--- src/rtl/jtdd_adpcm_cache1.sv ---
// One-entry ADPCM byte cache: valid/tag/data register with a combinational hit compare.
// A fill strobe overwrites the entry unconditionally.
module jtdd_adpcm_cache1 #(
    parameter int AW = 16
) (
    input  logic          clk,
    input  logic          rst_n,
    input  logic          cs,
    input  logic [AW-1:0] addr,
    input  logic          fill,
    input  logic [AW-1:0] fill_addr,
    input  logic [7:0]    fill_data,
    output logic          ok,
    output logic [7:0]    data
);

    logic          valid;
    logic [AW-1:0] tag;

    always_ff @(posedge clk or negedge rst_n) begin
        if (!rst_n) begin
            valid <= 1'b0;
            tag   <= '0;
            data  <= 8'h00;
        end else if (fill) begin
            valid <= 1'b1;
            tag   <= fill_addr;
            data  <= fill_data;
        end
    end

    assign ok = cs & valid & (tag == addr);

endmodule

--- src/rtl/jtdd_adpcm_romarb.sv ---
// Round-robin arbiter sharing one ADPCM sample-ROM port between two voice channels,
// each channel fronted by a one-entry cache so it sees a private ok/data pair.
module jtdd_adpcm_romarb #(
    parameter int AW  = 16,
    parameter int DLY = 1,
    parameter int TMO = 255
) (
    input  logic          clk,
    input  logic          rst_n,
    input  logic [1:0]    ch_cs,
    input  logic [AW-1:0] ch0_addr,
    input  logic [AW-1:0] ch1_addr,
    output logic [7:0]    ch0_data,
    output logic [7:0]    ch1_data,
    output logic [1:0]    ch_ok,
    output logic [AW:0]   rom_addr,
    output logic          rom_cs,
    input  logic [7:0]    rom_data,
    input  logic          rom_ok,
    output logic          err
);

    localparam logic IDLE = 1'b0;
    localparam logic WAIT = 1'b1;
    localparam int   WW   = (TMO < 2) ? 1 : $clog2(TMO + 1);

    logic          state;
    logic          last;
    logic [WW-1:0] wcnt;
    logic [1:0]    pend;
    logic [1:0]    fill;
    logic          gnt;
    logic          g;
    logic          accept;
    logic [AW-1:0] req_addr;

    // The bank bit of the held ROM address doubles as the latched grant.
    assign g      = rom_addr[AW];
    assign pend   = ch_cs & ~ch_ok;
    assign accept = (state == WAIT) & rom_ok & (wcnt >= WW'(DLY));
    assign fill   = {accept & g, accept & ~g};

    always_comb begin
        gnt = ~last;
        if (pend == 2'b01)
            gnt = 1'b0;
        else if (pend == 2'b10)
            gnt = 1'b1;
        req_addr = gnt ? ch1_addr : ch0_addr;
    end

    always_ff @(posedge clk or negedge rst_n) begin
        if (!rst_n) begin
            state    <= IDLE;
            rom_cs   <= 1'b0;
            rom_addr <= '0;
            wcnt     <= '0;
            last     <= 1'b1;
            err      <= 1'b0;
        end else begin
            case (state)
                IDLE: begin
                    if (|pend) begin
                        rom_addr <= {gnt, req_addr};
                        rom_cs   <= 1'b1;
                        wcnt     <= '0;
                        state    <= WAIT;
                    end
                end
                WAIT: begin
                    if (wcnt != '1)
                        wcnt <= wcnt + 1'b1;
                    // A usable rom_ok wins over a timeout landing on the same cycle.
                    if (accept) begin
                        rom_cs <= 1'b0;
                        last   <= g;
                        state  <= IDLE;
                    end else if (wcnt == WW'(TMO)) begin
                        err    <= 1'b1;
                        rom_cs <= 1'b0;
                        last   <= g;
                        state  <= IDLE;
                    end
                end
                default: state <= IDLE;
            endcase
        end
    end

    jtdd_adpcm_cache1 #(.AW(AW)) u_cache0 (
        .clk       (clk),
        .rst_n     (rst_n),
        .cs        (ch_cs[0]),
        .addr      (ch0_addr),
        .fill      (fill[0]),
        .fill_addr (rom_addr[AW-1:0]),
        .fill_data (rom_data),
        .ok        (ch_ok[0]),
        .data      (ch0_data)
    );

    jtdd_adpcm_cache1 #(.AW(AW)) u_cache1 (
        .clk       (clk),
        .rst_n     (rst_n),
        .cs        (ch_cs[1]),
        .addr      (ch1_addr),
        .fill      (fill[1]),
        .fill_addr (rom_addr[AW-1:0]),
        .fill_data (rom_data),
        .ok        (ch_ok[1]),
        .data      (ch1_data)
    );

endmodule

--- config.mk ---
export PLATFORM = sky130hd
export DESIGN_NAME = jtdd_adpcm_romarb
export DESIGN_NICKNAME = d
export VERILOG_FILES = /design/src/rtl/jtdd_adpcm_cache1.sv /design/src/rtl/jtdd_adpcm_romarb.sv
export SDC_FILE = /design/constraint.sdc
export NUM_CORES = 1
export LEC_CHECK = 0
export CELL_PAD_IN_SITES_DETAIL_PLACEMENT = 1
export CELL_PAD_IN_SITES_GLOBAL_PLACEMENT = 2
export CORE_MARGIN = 2
export CORE_UTILIZATION = 31
export CTS_BUF_LIST = sky130_fd_sc_hd__clkbuf_4 sky130_fd_sc_hd__clkbuf_8
export DETAILED_ROUTE_END_ITERATION = 12
export PLACE_DENSITY = 0.8
export REMOVE_ABC_BUFFERS = 1
export SETUP_SLACK_MARGIN = 0.05
export SLEW_MARGIN = 20
export SYNTH_ARGS = -nofsm -noshare
export SYNTH_HDL_FRONTEND = slang
export SYNTH_HIERARCHICAL = 1
export SYNTH_SLANG_ARGS = --single-unit
--- constraint.sdc ---
create_clock -name clk -period 2.1 [get_ports clk]
set_input_delay 0.63 -clock clk [delete_from_list [all_inputs] [get_ports clk]]
set_output_delay 0.63 -clock clk [all_outputs]
set_load 0.01 [all_outputs]
==> results of run 1 <==
## worst max-delay path: stages, from the launching register on
cell and delay, ns:
dfrtp_1 0.41, xnor2_2 0.20, nand4_1 0.16, or4_4 0.56
nor4_4 0.17, buf_2 0.19
## cells in the mapped netlist (all sizes together) (2+ instances only)
| library cell | number |
|---|---|
| nor2 | 2 |
| clkbuf | 2 |
| o22a | 16 |
| nor3 | 3 |
| nand2b | 2 |
| nand4 | 7 |
| o21a | 16 |
| a21o | 2 |
| nand2 | 7 |
| o21ai | 5 |
| a21oi | 6 |
| dfrtp | 78 |
| and4 | 2 |
| or4 | 2 |
| inv | 4 |
| a31oi | 2 |
| buf | 13 |
| xor2 | 6 |
| ha | 3 |
| nand3 | 10 |
| or2 | 2 |
| mux2 | 49 |
| a41oi | 2 |
| nor4 | 3 |
| xnor2 | 26 |
## cell type report
class	count	area share [%]
multi-input cells	182	33.4
flip-flops and latches	79	37.7
clock inverters	6	1.29
well taps	143	3.41
repair buffers	115	21.3
inverters	4	0.286
clock buffers	10	2.62
## state kept, by name, indices dropped and copies added, names as in the netlist
register        cells
rom_cs              1
wcnt                8
state               1
u_cache0/data       8
u_cache0/tag       16
u_cache1/valid      1
u_cache0/valid      1
last                1
err                 1
u_cache1/data       8
u_cache1/tag       16
rom_addr           17
## per-stage QoR
step,area [sq um],worst slack (ns)
after floorplan,3540,-0.655
after global placement,4780,-1.40
after detailed placement,4780,-1.48
after CTS,5130,-0.676
after global routing,5250,-0.634
final,5250,-0.558
## how the worst max path moves through the flow
stage                       endpoint  slack (ns)  depth (start not counted)
floorplan           u_cache0/data[0]       -0.66                          6
global placement            ch_ok[0]       -1.40                          6
detailed placement          ch_ok[0]       -1.48                          6
CTS                         ch_ok[0]       -0.68                          5
global route                ch_ok[0]       -0.63                          5
finish                      ch_ok[0]       -0.56                          5
## report_power, final
part	leakage, nW	switching [W]	total [W]	internal [W]
Sequential	0.902	0.000537	0.00277	0.00223
Clock	0.0993	0.000596	0.00118	0.000588
Combinational	1.08	0.00137	0.00347	0.00210
Total	2.08	0.00250	0.00742	0.00492
## logic make-up after synthesis
group / share of synthesized area, %
buffers and inverters: 3.03
adder cells (fa/ha/maj): 1.03
flip-flops: 54.4
multiplexers: 15.4
XOR/XNOR: 7.70
AND/OR/NAND/NOR: 7.46
AO/OA/AOI/OAI: 11.0
## cell usage in the layout, fill, tap and decap left out, drive strengths merged, types with 3 or more instances in the layout
cell	instances
clkdlybuf4s50	50
dlygate4sd2	9
nand3	10
o21a	16
clkdlybuf4s15	5
nand2	7
xnor2	26
o22a	16
buf	43
nor3	3
inv	6
a21oi	6
nor4	3
dfrtp	78
xor2	6
mux2	49
nand4	7
ha	3
o21ai	5
clkbuf	18
## timing repair
item                       CTS  global route
hold endpoints to repair     0             0
setup buffers                3             5
gates resized for setup    103            28
setup endpoints to repair   29            75
cloned                       0             2
pin swaps                   51            34
## layer usage
layer  global-route usage, %  share of wire (%)  up-vias
li1                        -                  -     1238
met1                    20.8                 45     1347
met2                    25.1                 50       49
met3                    4.64                4.0       12
met4                    5.04                1.4        2
met5                       0               0.16        -
==> summary.md, run 1 <==
| Metric | Value |
|---|---|
| Slew @ Worst Pin | ~0.80 ns |
| DP HPWL | 6770 um |
| Final hold violations | 0 |
| CTS H-Tree Depth | 3 |
| Setup crit end kind | output port |
| 1st-pass router iterations | 4 |
| PD cells | 1410 mW/mm^2 |
| Hold Buf Count CTS | 0 |
| Post-Place Cells | 513 |
| Die width | 112 um |
| Total power | 0.00742 W |
| Root buf cell | clkbuf_8 |
| Ranking of synthesized cells by area | dfrtp_1, mux2_2, xnor2_1 |
| CTS sink cnt | 79 |
| Site row count | 39 |
| Rel. slew slack | 46.2% |
| #FFs+latches synth | 79 |
| Startpoint Class | flop |
| Leakage | 2.08 nW |
| Initial antenna violation count | 1 |
| Die Area | between 0.01 and 0.015 sq mm |
| Cells after Synth | 280 |
| Setup TNS Final | -10.71 ns |
| Synth top area share | 53.6% |
| Post-Route WL | slightly below 10000 um |
| CP Data Arrival Time | 2.03 ns |
| Unrepaired setup endpoints after global routing | yes |
| FMAX | around 380 MHz |
| Fin Hold WS | approximately 0.22 ns |
| Outcome | finished with violations |
| Peak supply drop | 0.594 mV |
| Average size of a mapped cell | 13.0 sq um |
| GRT Overall Usage | between 10% and 20% |
| # DRC | 0 |
| Reg-to-reg critical path startpoint | u_cache0/tag[8] |
| Detail Route Antenna Nets | 0 |
| First-pass GRT wire length | 15500 um |
| Crit path required time | 1.47 ns |
| # diodes | 0 |
| Vias per Instance | slightly below 5 |
| CTS Buf Count | 9 |
| Minimum clock period | 2.66 ns |
| Reg2Reg Setup Slack | -0.45 ns |
| Distinct cells, synth | 43 |
| Nets | 439 |
| Starting DRC count in detailed routing | 51 |
| Max Cap Viol | 0 |
| Vias | 2648 |
| GP Congestion | 0.800 |
| CP Launch Point | u_cache0/tag[8] |
| Final setup fails | 29 |
| Pin count of the biggest net entering global routing | 34 |
| Clk Latency, worst-skew pair | 0.36 ns |
| Hold Crit Class | input pin to async pin |
| Max Root-Sink Buffers | 2 |
| Dominant synthesized flop cell | dfrtp_1 |
| Post-synth EDFFs | 0 |
| Chip height | 112 um |
| Post-route clock period utilization | 127% |
| Worst-case reg-to-reg path depth | 10 |
| Worst reg2reg endpoint | rom_addr[3] |
| GRT overflow | 0 |
| Sequential area share after synthesis | 54.4% |
| Fin cells | between 500 and 600 |
| Post-Syn Area | 0.00364 sq mm |
| Number of global-route vias before repair | 2859 |
| IO buf count | 81 |
| Crit Path Max Fanout | 2 |
| Clk slew on worst S/H paths | around 0.09 ns |
| Storage cell area | 0.00198 sq mm |
| Core Footprint | between 0.01 and 0.015 sq mm |
| Final WS setup | -0.558 ns |
| Final Slew Violations | 0 |
| Core Util, Final | 46.0% |
| Yosys warnings | 6 |
| FFs w/ async S/R, synth | 100% |
| Initial Util | between 30% and 40% |
| Area delta synth->final | 44.3% |
| Crit Path Category | flop to output port |
| Yosys top cell by area | dfrtp_1 |
| CTS tree | built |
| Routed WL per cell | 18.4 um |
| Multi-input gate area | about 0.0018 sq mm |
| Clk_skew | 0.0110 ns |
| Violated checks | negative setup slack |
| Layout cells sized above 1 | ~41% |
| Fill cells | 1207 |
| Num ports | 82 |
No activity file was read; power rests on OpenSTA's default activity.
==> inputs of run 2 (changes only) <==
- SYNTH_HIERARCHICAL: 1 -> default
==> run 2 against run 1 <==
- the flow still finishes with violations (negative setup slack)
- sequential share of layout area down 4.1 points
- via count up 24%
- final cell count up 20%
- critical path depth up 1
==> summary.md, run 2 <==
| Metric | Value |
|---|---|
| Outcome | finished with violations |
| Violated checks | negative setup slack |
| Final Slew Violations | 0 (unchanged) |
| Reg2Reg Setup Slack | -0.05 ns (+0.40 ns) |
| Yosys warnings | 0 (-6) |
| PD cells | 1310 mW/mm^2 (-7.1%) |
| Average size of a mapped cell | 11.5 sq um (-12%) |
| CTS tree | built |
| Slew @ Worst Pin | 0.696 ns (-0.103 ns) |
| CTS sink cnt | 79 (unchanged) |
| Max incr delay on CP | 0.41 ns (-0.15 ns) |
| Leakage | 2.54 nW (+22%) |
| Distinct cells, synth | 38 (-12%) |
| Crit Path Category | flop to output port |
| Startpoint Class | flop |
| Area delta synth->final | 48.0% |
| Setup crit end kind | output port |
| Number of flip-flops in the largest register | 17 (unchanged) |
| Clk Latency, worst-skew pair | 0.38 ns (+0.02 ns) |
| Worst-case reg-to-reg path depth | 10 (unchanged) |
| Reg-to-reg critical path startpoint | u_cache1.tag[13] |
| Site row count | 41 (+5.1%) |
| Crit path buf inv count | 2 (+1) |
| Core Util, Final | 46.9% (+0.96 points) |
| Biggest regs | rom_addr: 17 flops, u_cache0.tag: 16 flops, u_cache1.tag: 16 flops |
| Commonest cells after routing, fill and taps aside | dfrtp_1, mux2_2, clkdlybuf4s50_1, buf_4, nand3_1 |
| GRT Overall Usage | 18.5% (+2.7 points) |
| 1st-pass router iterations | 4 (unchanged) |
| Design area | 0.00590 sq mm (+12%) |
| Synth top area share | 49.0% (-4.7 points) |
| Max Cap Viol | 0 (unchanged) |
| Number of global-route vias before repair | 3580 (+25%) |
| Minimum clock period | 2.60 ns (-0.0558 ns) |
| Sequential area share after synthesis | 49.6% (-4.7 points) |
| CTS Buf Count | 9 (unchanged) |
| Top-count cell post-synth | dfrtp_1 |
| Dominant synthesized flop cell | dfrtp_1 |
| Leading cell type in the layout, fill and taps excluded | dfrtp_1 |
| Die Area | 0.0138 sq mm (+9.2%) |
| GP Congestion | 0.800 (about the same) |
| Post-Route WL | 12500 um (+26%) |
| FMAX | 384 MHz (+2.1%) |
| Routed WL per cell | 19.2 um (+4.7%) |
| Clk slew on worst S/H paths | 0.09 ns (about the same) |
| Commonest cells in the netlist | dfrtp_1, mux2_2, nand3_1 |
| Total power | 0.00774 W (+4.4%) |
| Clk_skew | 0.0103 ns (-0.000775 ns) |
| #FFs+latches synth | 79 (unchanged) |
| Nets | 518 (+18%) |
| Max Root-Sink Buffers | 2 (unchanged) |
| Final hold violations | 0 (unchanged) |
| CP Data Arrival Time | 1.97 ns (-0.06 ns) |
| Chip height | 117 um (+4.5%) |
| Final setup fails | 20 (-31%) |
| First-pass GRT wire length | 19800 um (+28%) |
| Pin count of the biggest net entering global routing | 35 (+2.9%) |
| Critical path, cell by cell | xor2_2, nor4_2, nand4_1, nor4_2, buf_4, buf_6 |
| Layout cells sized above 1 | 39.6% (-1.8 points) |
| Critical path's most frequent cell | nor4_2 |
| # DRC | 0 (unchanged) |
| Die width | 117 um (+4.5%) |
| Ranking of synthesized cells by area | dfrtp_1, mux2_2, xor2_1 |
| Cells after Synth | 348 (+24%) |
| Hold Crit Class | input pin to async pin |
| Num ports | 82 (unchanged) |
| Unrepaired setup endpoints after global routing | yes |
| GRT overflow | 0 (unchanged) |
| Core Footprint | 0.0126 sq mm (+10%) |
| Initial antenna violation count | 1 (unchanged) |
| Max stage delay cell, worst path | dfrtp_1 |
| DP HPWL | 8620 um (+27%) |
| Vias | 3288 (+24%) |
| Rel. slew slack | 53.6% (+7.4 points) |
| IO buf count | 81 (unchanged) |
| Crit Path Max Fanout | 2 (unchanged) |
| Crit path required time | 1.47 ns (about the same) |
| FFs w/ async S/R, synth | 100% (unchanged) |
| Detail Route Antenna Nets | 0 (unchanged) |
| Largest delay contributor family on the critical path | simple AND/OR/NAND/NOR gates |
| Post-route clock period utilization | 124% (-2.7 points) |
| Worst reg2reg endpoint | rom_addr[10] |
| Vias per Instance | 5.07 (+3.3%) |
| Post-synth EDFFs | 0 (unchanged) |
| CTS H-Tree Depth | 3 (unchanged) |
| Root buf cell | clkbuf_8 |
| Yosys top cell by area | dfrtp_1 |
| Post-Syn Area | 0.00399 sq mm (+9.6%) |
| Place WS | -1.39 ns (+0.0932 ns) |
| Placed instance area | 0.00527 sq mm (+10%) |
| Final WS setup | -0.502 ns (+0.0558 ns) |
| Starting DRC count in detailed routing | 148 (+190%) |
| Peak supply drop | 0.582 mV (-2.1%) |
| Initial Util | 31.7% (-0.15 points) |
| Largest Register | rom_addr |
-- run 2: changes by cell type in the layout (fill, tap and decap cells not counted), moves of 15 or more --
cell,change
nand3_1,+31
buf_4,+24
xor2_2,+22
inv_1,+18
a2111o_1,+16
o2111ai_1,+16
o21a_1,-15
-- run 2: how the worst max path moves through the flow --
| stage | from | end | slack [ns] | cells after the start |
|---|---|---|---|---|
| after floorplan | ch1_addr[2] | rom_addr[16] | -0.69 | 6 |
| after global placement | ch0_addr[14] | ch_ok[0] | -1.37 | 7 |
| after detailed placement | ch0_addr[15] | ch_ok[0] | -1.39 | 7 |
| after CTS | ch0_addr[15] | ch_ok[0] | -0.60 | 7 |
| after global routing | u_cache0.tag[15] | ch_ok[0] | -0.57 | 6 |
| final | u_cache0.tag[15] | ch_ok[0] | -0.50 | 6 |
-- run 2: layout make-up --
cell class,instances,area [sq um]
diodes,1,2.50
clock buffers,13,166
clock inverters,3,65.1
fillers,1342,6670
inverters,22,82.6
multi-input cells,224,2110
flip-flops and latches,79,1980
well taps,172,215
repair buffers,134,1270
-- run 2: what timing repair did --
action                                  4_1_cts  5_1_grt
gates resized for setup                     100       38
buffers inserted                              3       11
cloned                                        0        1
pin swaps                                    27       13
hold buffers                                  0        0
endpoints found under the setup margin       29       79
-- run 2: cell families (layout without fill, tap and decap cells) --
kind of cell | after synthesis | count (layout) | synth area share [%]
flip-flops | 79 | 79 | 49.6
XOR/XNOR | 37 | 37 | 8.13
AND/OR/NAND/NOR | 89 | 89 | 11.6
AO/OA/AOI/OAI | 45 | 45 | 10.5
other | 0 | 1 | 0
adder cells (fa/ha/maj) | 3 | 3 | 0.942
multiplexers | 50 | 50 | 14.1
buffers and inverters | 45 | 172 | 5.15
-- run 2: per-layer routing --
metal	GRT usage, %	part of all wire [%]	wire [um]
met1	23.2	44	5460
met2	29.8	49	6060
met3	5.06	5.5	685
met4	8.66	2.1	256
met5	0	0	0
-- run 2: per-stage QoR --
| stage | hold WS [ns] | TNS, ns | instances |
|---|---|---|---|
| floorplan | 0.334 | -28.57 | 325 |
| global placement | 0.452 | -30.15 | 618 |
| detailed placement | 0.454 | -32.80 | 618 |
| CTS | 0.0867 | -2.85 | 637 |
| global route | 0.0848 | -4.68 | 647 |
| finish | 0.0940 | -2.06 | 648 |
-- run 2: power breakdown --
| group | switching (W) | internal [W] | leakage [nW] | total [W] |
|---|---|---|---|---|
| Sequential | 0.000660 | 0.00218 | 0.975 | 0.00284 |
| Clock | 0.000587 | 0.000760 | 0.120 | 0.00135 |
| Combinational | 0.00160 | 0.00196 | 1.45 | 0.00356 |
